## config.mk

```make
export PLATFORM = sky130hd
export DESIGN_NAME = umi_xbar_ingress_flat
export DESIGN_NICKNAME = d
export VERILOG_FILES = /design/src/rtl/umi_xbar_pkg.sv /design/src/rtl/umi_xbar_ingress_if.sv /design/src/rtl/umi_xbar_decode.sv /design/src/rtl/umi_xbar_ingress.sv /design/src/flat_wrapper.sv
export SDC_FILE = /design/constraint.sdc
export NUM_CORES = 1
export LEC_CHECK = 0
export CELL_PAD_IN_SITES_DETAIL_PLACEMENT = 1
export CELL_PAD_IN_SITES_GLOBAL_PLACEMENT = 1
export CORE_AREA = 2 2 326 328
export CTS_CLUSTER_DIAMETER = 40
export DETAILED_ROUTE_END_ITERATION = 10
export DIE_AREA = 0 0 328 330
export PLACE_DENSITY = 0.71
export SYNTH_ARGS = -nofsm -noshare
export SYNTH_HDL_FRONTEND = slang
export SYNTH_SLANG_ARGS = --single-unit
```

## constraint.sdc

```tcl
create_clock -name clk -period 20.1 [get_ports clk]
set_clock_uncertainty 0.2 [all_clocks]
set_input_delay 4.02 -clock clk [delete_from_list [all_inputs] [get_ports clk]]
set_output_delay 4.02 -clock clk [all_outputs]
set_load 0.01 [all_outputs]
```

## src/rtl/umi_xbar_pkg.sv

```systemverilog
// Shared definitions for the UMI crossbar ingress path: ID-field defaults,
// the buffered entry layout at default widths, and the occupancy state encoding.
package umi_xbar_pkg;

  localparam int UMI_N     = 4;
  localparam int UMI_CW    = 32;
  localparam int UMI_AW    = 64;
  localparam int UMI_DW    = 256;
  localparam int IDLSB_DEF = 40;
  localparam int IDW_DEF   = 16;

  typedef enum logic [1:0] {
    EMPTY = 2'd0,
    ONE   = 2'd1,
    FULL  = 2'd2
  } cnt_state_e;

  typedef struct packed {
    logic [UMI_CW-1:0] cmd;
    logic [UMI_AW-1:0] dstaddr;
    logic [UMI_AW-1:0] srcaddr;
    logic [UMI_DW-1:0] data;
    logic [UMI_N-1:0]  req;
  } entry_t;

endpackage

```

## src/rtl/umi_xbar_ingress_if.sv

```systemverilog
// Packet stream into and out of one ingress port; master drives the input
// stream and the downstream accept, slave is the ingress buffer itself.
interface umi_xbar_ingress_if #(
  parameter int N  = 4,
  parameter int CW = 32,
  parameter int AW = 64,
  parameter int DW = 256
);

  logic          umi_in_valid;
  logic          umi_in_ready;
  logic [CW-1:0] umi_in_cmd;
  logic [AW-1:0] umi_in_dstaddr;
  logic [AW-1:0] umi_in_srcaddr;
  logic [DW-1:0] umi_in_data;

  logic          umi_out_valid;
  logic [N-1:0]  umi_out_request;
  logic          umi_out_ready;
  logic [CW-1:0] umi_out_cmd;
  logic [AW-1:0] umi_out_dstaddr;
  logic [AW-1:0] umi_out_srcaddr;
  logic [DW-1:0] umi_out_data;

  modport master (
    output umi_in_valid, umi_in_cmd, umi_in_dstaddr, umi_in_srcaddr, umi_in_data,
    output umi_out_ready,
    input  umi_in_ready,
    input  umi_out_valid, umi_out_request, umi_out_cmd, umi_out_dstaddr,
    input  umi_out_srcaddr, umi_out_data
  );

  modport slave (
    input  umi_in_valid, umi_in_cmd, umi_in_dstaddr, umi_in_srcaddr, umi_in_data,
    input  umi_out_ready,
    output umi_in_ready,
    output umi_out_valid, umi_out_request, umi_out_cmd, umi_out_dstaddr,
    output umi_out_srcaddr, umi_out_data
  );

endinterface

```

## src/rtl/umi_xbar_decode.sv

```systemverilog
// Combinational destination decode: dstaddr ID field to one-hot request.
// Out-of-range IDs raise o_oor and select the default port.
module umi_xbar_decode
  import umi_xbar_pkg::*;
#(
  parameter int N       = UMI_N,
  parameter int AW      = UMI_AW,
  parameter int IDLSB   = IDLSB_DEF,
  parameter int IDW     = IDW_DEF,
  parameter int DEFPORT = 0
) (
  input  logic [AW-1:0] i_dstaddr,
  output logic [N-1:0]  o_request,
  output logic          o_oor
);

  logic [IDW-1:0] w_id;
  logic           w_unused_addr;

  assign w_id          = i_dstaddr[IDLSB +: IDW];
  assign w_unused_addr = ^i_dstaddr;

  always_comb begin
    o_request = '0;
    o_oor     = (w_id >= IDW'(N));
    for (int j = 0; j < N; j++) begin
      if (w_id == IDW'(j)) o_request[j] = 1'b1;
    end
    if (o_oor) o_request[DEFPORT] = 1'b1;
  end

endmodule

```

## src/rtl/umi_xbar_ingress.sv

```systemverilog
// Per-port crossbar ingress: 2-entry skid FIFO with request decoded at write time.
// Build option UMI_INGRESS_ERR_EN drops out-of-range IDs and reports them on err_*.
module umi_xbar_ingress
  import umi_xbar_pkg::*;
#(
  parameter int N       = UMI_N,
  parameter int CW      = UMI_CW,
  parameter int AW      = UMI_AW,
  parameter int DW      = UMI_DW,
  parameter int IDLSB   = IDLSB_DEF,
  parameter int IDW     = IDW_DEF,
  parameter int DEFPORT = 0
) (
  input  logic               clk,
  input  logic               reset,
  umi_xbar_ingress_if.slave  umi
`ifdef UMI_INGRESS_ERR_EN
  ,
  output logic               err_valid,
  output logic [15:0]        err_count
`endif
);

  typedef struct packed {
    logic [CW-1:0] cmd;
    logic [AW-1:0] dstaddr;
    logic [AW-1:0] srcaddr;
    logic [DW-1:0] data;
    logic [N-1:0]  req;
  } slot_t;

  slot_t      r_mem [2];
  cnt_state_e r_state;
  cnt_state_e w_state_nxt;
  logic       r_wptr;
  logic       r_rptr;
  logic       r_in_ready;
  logic       w_push;
  logic       w_wr;
  logic       w_pop;
  logic       w_out_valid;
  logic       w_oor;
  logic [N-1:0] w_req;

  umi_xbar_decode #(
    .N       (N),
    .AW      (AW),
    .IDLSB   (IDLSB),
    .IDW     (IDW),
    .DEFPORT (DEFPORT)
  ) u_decode (
    .i_dstaddr (umi.umi_in_dstaddr),
    .o_request (w_req),
    .o_oor     (w_oor)
  );

  assign w_push      = umi.umi_in_valid & r_in_ready;
  assign w_out_valid = (r_state != EMPTY);
  assign w_pop       = w_out_valid & umi.umi_out_ready;

`ifdef UMI_INGRESS_ERR_EN
  logic        r_err_valid;
  logic [15:0] r_err_count;

  // Out-of-range packets are consumed at the input but never occupy a slot.
  assign w_wr = w_push & ~w_oor;

  always_ff @(posedge clk or posedge reset) begin
    if (reset) begin
      r_err_valid <= 1'b0;
      r_err_count <= '0;
    end else begin
      r_err_valid <= w_push & w_oor;
      if (w_push && w_oor && (r_err_count != 16'hFFFF)) r_err_count <= r_err_count + 16'd1;
    end
  end

  assign err_valid = r_err_valid;
  assign err_count = r_err_count;
`else
  logic w_oor_unused;
  assign w_wr         = w_push;
  assign w_oor_unused = w_oor;
`endif

  always_comb begin
    w_state_nxt = r_state;
    case (r_state)
      EMPTY:   if (w_wr) w_state_nxt = ONE;
      ONE: begin
        if (w_wr && !w_pop)      w_state_nxt = FULL;
        else if (!w_wr && w_pop) w_state_nxt = EMPTY;
      end
      FULL:    if (w_pop) w_state_nxt = ONE;
      default: w_state_nxt = EMPTY;
    endcase
  end

  // Ready is registered from the next state so out_ready never reaches in_ready combinationally.
  always_ff @(posedge clk or posedge reset) begin
    if (reset) begin
      r_state    <= EMPTY;
      r_wptr     <= 1'b0;
      r_rptr     <= 1'b0;
      r_in_ready <= 1'b0;
    end else begin
      r_state    <= w_state_nxt;
      r_in_ready <= (w_state_nxt != FULL);
      if (w_wr)  r_wptr <= ~r_wptr;
      if (w_pop) r_rptr <= ~r_rptr;
    end
  end

  always_ff @(posedge clk) begin
    if (w_wr) begin
      r_mem[r_wptr] <= {umi.umi_in_cmd, umi.umi_in_dstaddr, umi.umi_in_srcaddr,
                        umi.umi_in_data, w_req};
    end
  end

  assign umi.umi_in_ready    = r_in_ready;
  assign umi.umi_out_valid   = w_out_valid;
  assign umi.umi_out_request = w_out_valid ? r_mem[r_rptr].req : '0;
  assign umi.umi_out_cmd     = r_mem[r_rptr].cmd;
  assign umi.umi_out_dstaddr = r_mem[r_rptr].dstaddr;
  assign umi.umi_out_srcaddr = r_mem[r_rptr].srcaddr;
  assign umi.umi_out_data    = r_mem[r_rptr].data;

endmodule
```

## src/flat_wrapper.sv

```systemverilog
// flat-port wrapper written by rule: the top's interface ports become plain ports
module umi_xbar_ingress_flat import umi_xbar_pkg::*;
#(
  parameter int N       = UMI_N,
  parameter int CW      = UMI_CW,
  parameter int AW      = UMI_AW,
  parameter int DW      = UMI_DW,
  parameter int IDLSB   = IDLSB_DEF,
  parameter int IDW     = IDW_DEF,
  parameter int DEFPORT = 0
)
  (clk, reset, umi_umi_in_valid, umi_umi_in_cmd, umi_umi_in_dstaddr, umi_umi_in_srcaddr, umi_umi_in_data, umi_umi_out_ready, umi_umi_in_ready, umi_umi_out_valid, umi_umi_out_request, umi_umi_out_cmd, umi_umi_out_dstaddr, umi_umi_out_srcaddr, umi_umi_out_data);
  umi_xbar_ingress_if #(.N(N), .CW(CW), .AW(AW), .DW(DW)) umi_i ();
  input  logic clk;
  input  logic reset;
  input wire logic [$bits(umi_i.umi_in_valid)-1:0] umi_umi_in_valid;
  input wire logic [$bits(umi_i.umi_in_cmd)-1:0] umi_umi_in_cmd;
  input wire logic [$bits(umi_i.umi_in_dstaddr)-1:0] umi_umi_in_dstaddr;
  input wire logic [$bits(umi_i.umi_in_srcaddr)-1:0] umi_umi_in_srcaddr;
  input wire logic [$bits(umi_i.umi_in_data)-1:0] umi_umi_in_data;
  input wire logic [$bits(umi_i.umi_out_ready)-1:0] umi_umi_out_ready;
  output wire logic [$bits(umi_i.umi_in_ready)-1:0] umi_umi_in_ready;
  output wire logic [$bits(umi_i.umi_out_valid)-1:0] umi_umi_out_valid;
  output wire logic [$bits(umi_i.umi_out_request)-1:0] umi_umi_out_request;
  output wire logic [$bits(umi_i.umi_out_cmd)-1:0] umi_umi_out_cmd;
  output wire logic [$bits(umi_i.umi_out_dstaddr)-1:0] umi_umi_out_dstaddr;
  output wire logic [$bits(umi_i.umi_out_srcaddr)-1:0] umi_umi_out_srcaddr;
  output wire logic [$bits(umi_i.umi_out_data)-1:0] umi_umi_out_data;
  assign umi_i.umi_in_valid = umi_umi_in_valid;
  assign umi_i.umi_in_cmd = umi_umi_in_cmd;
  assign umi_i.umi_in_dstaddr = umi_umi_in_dstaddr;
  assign umi_i.umi_in_srcaddr = umi_umi_in_srcaddr;
  assign umi_i.umi_in_data = umi_umi_in_data;
  assign umi_i.umi_out_ready = umi_umi_out_ready;
  assign umi_umi_in_ready = umi_i.umi_in_ready;
  assign umi_umi_out_valid = umi_i.umi_out_valid;
  assign umi_umi_out_request = umi_i.umi_out_request;
  assign umi_umi_out_cmd = umi_i.umi_out_cmd;
  assign umi_umi_out_dstaddr = umi_i.umi_out_dstaddr;
  assign umi_umi_out_srcaddr = umi_i.umi_out_srcaddr;
  assign umi_umi_out_data = umi_i.umi_out_data;
  umi_xbar_ingress #(.N(N), .CW(CW), .AW(AW), .DW(DW), .IDLSB(IDLSB), .IDW(IDW), .DEFPORT(DEFPORT)) u_core (.clk(clk), .reset(reset), .umi(umi_i));
endmodule
```

# ---- Word-level counts from Yosys, hierarchy flattened
# Memories as Yosys holds them, arrays and structs flattened.
# Index checks and enable logic that the tools add are counted.
dict set report classes {
  order_cmp 1
  mux 13
  n_bitwise 4
  reduce_logical 7
  eq_ne 6
}
# operator count
set op_table {}
lappend op_table {{$eq A16 B2 Y1 const B} 2}
lappend op_table {{$eq A16 B1 Y1 const B} 1}
lappend op_table {{$ge A16 B3 Y1 const B} 1}
lappend op_table {{$logic_not A16 Y1} 1}
lappend op_table {{$mux W2} 4}
lappend op_table {{$mux W1} 7}
lappend op_table {{$pmux W2 S3} 1}
lappend op_table {{$mux W4} 1}
lappend op_table {{$and A1 B1 Y1} 2}
lappend op_table {{$eq A2 B1 Y1 const B} 1}
lappend op_table {{$eq A2 B2 Y1 const B} 1}
lappend op_table {{$logic_and A1 B1 Y1} 2}
lappend op_table {{$logic_not A1 Y1} 2}
lappend op_table {{$logic_not A2 Y1} 1}
lappend op_table {{$ne A2 B2 Y1 const B} 1}
lappend op_table {{$not A1 Y1} 2}
lappend op_table {{$reduce_bool A2 Y1} 1}
dict set report word_totals {
  mem_bits_rw 840
  register_bits 5
  word_cells 36
  memories 1
  out_inout_bits 422
  inputBits 420
}
# memory depth word_bits rd rd_clocked_by_memory_dff wr line
set memory_table {}
lappend memory_table {u_core.r_mem 2 420 1 0 1 umi_xbar_ingress.sv:32} ;# slot_t r_mem [2];

# ---- Depth between registers and ports, before layout
dict set report logic_depth {
  word_depth 7
  depth_mapped 5
  depth_no_buf 3
}

# ---- By module
# Synthesis repeated with hierarchy kept, for this count alone.
dict set report unflattened {
  cells_unflattened 1347
  hier_area_um2 30785.8
}
# module cells_each instances seq_area_each_um2 area_per_inst_um2
set by_module_without_submodules {}
lappend by_module_without_submodules {umi_xbar_ingress 1333 1 25349.3 30689.4}
lappend by_module_without_submodules {umi_xbar_decode 14 1 0.0 96.3}

# ---- Worst setup path before layout
# Ideal clock, no wire load.
dict set report synth_path {
  kind {input-to-reg}
  from {input umi_umi_in_valid}
  to {memory u_core.r_mem[0][0] (netlist bit) (enable)}
  arrival_time_ns 21.488
  cell_stages 2
  setup_time_ns 1.212
  n_path_buf 0
  setup_slack_ns -2.800
  required_time_ns 18.688
  cell_sequence {nand2_1 -> nor2_1}
}
dict set report synth_via {
  elab_chain_cells 3
}
# element line
set synth_rtl {}
lappend synth_rtl {{from (decl)} flat_wrapper.sv:16} ;# input wire logic [$bits(umi_i.umi_in_valid)-1:0] umi_umi_in_valid;
lappend synth_rtl {{$and A1 B1 Y1} umi_xbar_ingress.sv:57} ;# assign w_push = umi.umi_in_valid & r_in_ready;
lappend synth_rtl {{$mux W1} umi_xbar_ingress.sv:115} ;# if (w_wr) begin
lappend synth_rtl {{$mux W1 (not written as such)} umi_xbar_ingress.sv:116} ;# r_mem[r_wptr] <= {umi.umi_in_cmd, umi.umi_in_dstaddr, umi.umi_in_srcaddr,
lappend synth_rtl {{to (decl)} umi_xbar_ingress.sv:32}
# Every way passes these cells.

# ---- Worst setup path in the final report
dict set report layout_path {
  from {register u_core.r_rptr}
  to {output umi_umi_out_srcaddr[44]}
}
dict set report layout_via {
  elab_chain_cells 1
}
# element line
set layout_rtl {}
lappend layout_rtl {{from (decl)} umi_xbar_ingress.sv:36} ;# logic r_rptr;
lappend layout_rtl {{from (signal assigned)} umi_xbar_ingress.sv:110} ;# if (w_pop) r_rptr <= ~r_rptr;
lappend layout_rtl {{$mem_v2 Z2 W420} n/a}
lappend layout_rtl {{to (decl)} flat_wrapper.sv:27} ;# output wire logic [$bits(umi_i.umi_out_srcaddr)-1:0] umi_umi_out_srcaddr;
# Every way passes these cells.

==> flow_metrics.py <==
metrics = {
    "detailed_routing": {
        "vias": 16400,
        "route.detailed.drc": 0,
        "wirelength_mm": 84.51,
        "viasPerCell": 4.350,
        "wl_per_cell_um": 22.42,
        "first_pass_iters": 5,
        "drt-initial-drc-count": 869,
        "antenna_left": 0,
    },
    "place": {
        "gp_congestion": 0.7897,
        "dp_hpwl_mm": 58.05,
        "detailed_place.area_um2": 40580,
        "port_buffers": 841,
        "post-place-ws_ns": 11.34,
    },
    "logic_synthesis": {
        "syn_inst": 1347,
        "synth_top_area_share_pct": 82.68,
        "yosysWarnings": 0,
        "syn-num-nets": 1767,
        "async_flop_share_pct": 0.5917,
        "synth_area_um2": 30510,
        "synth_edf_count": 840,
        "ys_ff_latch": 845,
        "synthTopCellsByArea": "edfxtp_1 83%, mux2_2 15%, buf_2 0.75%, dfrtp_1 0.41%, mux2i_1 0.13%",
        "ys_types": 24,
        "avgSynthCellArea_um2": 22.65,
        "synth_area_leader_cell": "edfxtp_1",
        "yosysSeqAreaShare_pct": 83.09,
        "ys.flop_type": "edfxtp_1",
    },
    "clocking": {
        "cts_sinks": 845,
        "cts_buffer_depth": 3,
        "cts_tree": "built",
        "post_cts_buffers": 0,
        "htreeDepth": 3,
        "clockRootBuffer": "clkbuf_16",
        "path_clk_slew_ns": 0.06,
        "cts_hold_buf": 0,
        "worstSkewPairLatency_ns": 0.68,
        "cts_made_buffers": 116,
        "cts_resized": 0,
    },
    "grt": {
        "grt_usage_pct": 15.05,
        "grt_start_max_net_pins": 158,
        "grt.busiest_layer": "met2",
        "grt.overflow.total": 0,
        "grt_pass1_vias": 18540,
        "grt_pass1_wl_mm": 121.2,
        "grt_antenna_before_repair": 24,
        "grt_use_met3_pct": 6.762,
        "use_met2_pct": 26.47,
        "grtUsageMet1_pct": 15.65,
    },
    "critical_path": {
        "critPathSlowestCell": "dfrtp_4",
        "r2r_slack_ns": 15.59,
        "crit_family": "buffers and inverters",
        "cp_slowest_stage_delay_ns": 0.92,
        "cp.arrival_ns": 4.58,
        "critical_path.max_fanout": 157,
        "start_kind": "flip-flop",
        "crit_path_end_kind": "output port",
        "cp_data_required_time_ns": 15.88,
        "critPathBufInv": 3,
        "cp_cell_sequence": "buf_4 -> buf_12 -> mux2_2 -> clkdlybuf4s50_1",
        "critPathKind": "reg -> out",
    },
    "sta": {
        "finalHoldViolCount": 0,
        "worst_pin_slew_ns": 1.204,
        "fin_setup_tns_ns": 0,
        "final_max_slew_viol_count": 0,
        "finalSetupViolCount": 0,
        "slew_headroom_pct": 19.71,
        "min_period_over_period_pct": 43.77,
        "fmax_mhz": 113.7,
        "setup_slack_ns": 11.30,
        "post-route-min-period_ns": 8.797,
        "rsz0062_at_grt": "false",
    },
    "floorplan": {
        "ios": 842,
        "chipHeight_um": 330,
        "die_width_um": 328,
        "die_area_um2": 108200,
        "start_util_pct": 29.15,
        "row_count": 119,
        "core_um2": 104700,
    },
    "cells_and_area": {
        "final_nets": 2694,
        "nFillCells": 10080,
        "design_area_um2": 44720,
        "seqCellArea_um2": 25350,
        "mostFrequentLayoutCells": "841 x clkdlybuf4s50_1, 840 x edfxtp_1, 416 x mux2_2",
        "multi_input_area_um2": 4922,
        "area_delta_synth_final_pct": 46.57,
        "final_common_cell": "clkdlybuf4s50_1",
        "final_layout_size_suffix_gt1_share_pct": 26.72,
    },
    "power_and_ir_drop": {
        "powerDensity_nw_per_um2": 145.8,
        "vdd_drop_max_v": 0.00008935,
        "p_leak_uw": 0.01499,
    },
    "run": {
        "max_cap_viol_count": 0,
    },
    "min_path": {
        "hold_class": "reg -> reg",
    },
    "outcome": {
        "outcome": "complete, no violations",
    },
}
-- worst register-to-register path: stages, from the launching register on --
cell	delay [ns]
dfrtp_1	0.42
nand2_1	0.17
nor2_4	0.65
buf_4	0.79
buf_4	0.83
buf_4	0.95
-- cell type report --
class,count,share of cell area (%)
Sequential cell,845,56.70
Timing Repair Buffer,856,19.13
Multi-Input combinational cell,452,11.01
Clock buffer,129,6.671
Tap cell,1391,3.892
Clock inverter,88,2.538
Antenna cell,6,0.03358
Inverter,3,0.02518
-- path summary, 6_finish.rpt --
path	from	to	cells past startpoint
hold reg to reg	u_core.umi.umi_in_ready$_DFF_PP0_	u_core.r_state[0]$_DFF_PP0_	1
setup reg to reg	u_core.umi.umi_in_ready$_DFF_PP0_	u_core.r_mem[0][308]$_DFFE_PP_	5
max in group asynchronous	reset	u_core.r_rptr$_DFFE_PP0P_	2
hold / removal	u_core.umi.umi_in_ready$_DFF_PP0_	u_core.r_state[0]$_DFF_PP0_	1
min in group asynchronous	reset	u_core.r_state[0]$_DFF_PP0_	2
setup / recovery	u_core.r_rptr$_DFFE_PP0P_	umi_umi_out_srcaddr[44]	4
-- sequential cells by signal, indices dropped and copies added, names as in the netlist --
register                 flops
u_core.r_wptr                1
u_core.r_rptr                1
u_core.r_state               2
u_core.umi.umi_in_ready      1
u_core.r_mem               840
-- routing by layer --
| layer | vias to the layer above | routed length, µm |
|---|---|---|
| li1 | 7306 | - |
| met2 | 665 | 43680 |
| met5 | - | 196 |
| met4 | 30 | 2590 |
| met3 | 171 | 8556 |
| met1 | 8226 | 29490 |
-- kinds of logic (layout without fill, tap and decap cells) --
group	count (synthesis)	count (layout)	share of synthesized area (%)
compound gates	7	7	0.1518
other cells	0	6	0
mux	420	420	15.49
flops	845	845	83.09
buf+inv	50	1076	0.8161
xor+xnor	2	2	0.05743
simple gates	23	23	0.3978
-- cell usage after synthesis (2+ instances only) --
master and n:
nand2_1 3, nand3b_1 2, nor2_1 7, xnor2_1 2, nor4_1 2, inv_1 3
o21ai_0 2, mux2i_1 4, buf_2 46, nor3_1 3, or3_1 2, edfxtp_1 840
mux2_2 416, dfrtp_1 5
-- stage by stage --
| stage | util [%] | power [µW] | instances | hold slack [ns] |
|---|---|---|---|---|
| 2_1_floorplan | - | 3516 | 1347 | 0.2783 |
| 6_report | 42.72 | 6518 | 3770 | 0.3835 |
| 3_5_place_dp | 38.77 | 4436 | 3547 | 0.3566 |
| 3_3_place_gp | 38.77 | 4387 | 3547 | 0.3481 |
| 4_1_cts | 42.71 | 6621 | 3764 | 0.3681 |
| 5_1_grt | 42.71 | 6782 | 3767 | 0.4307 |
-- power by group --
part | switching, µW | internal (µW)
Sequential | 94.5 | 2330
Clock | 815 | 1320
Combinational | 911 | 1040
No activity file was read; power rests on OpenSTA's default activity.
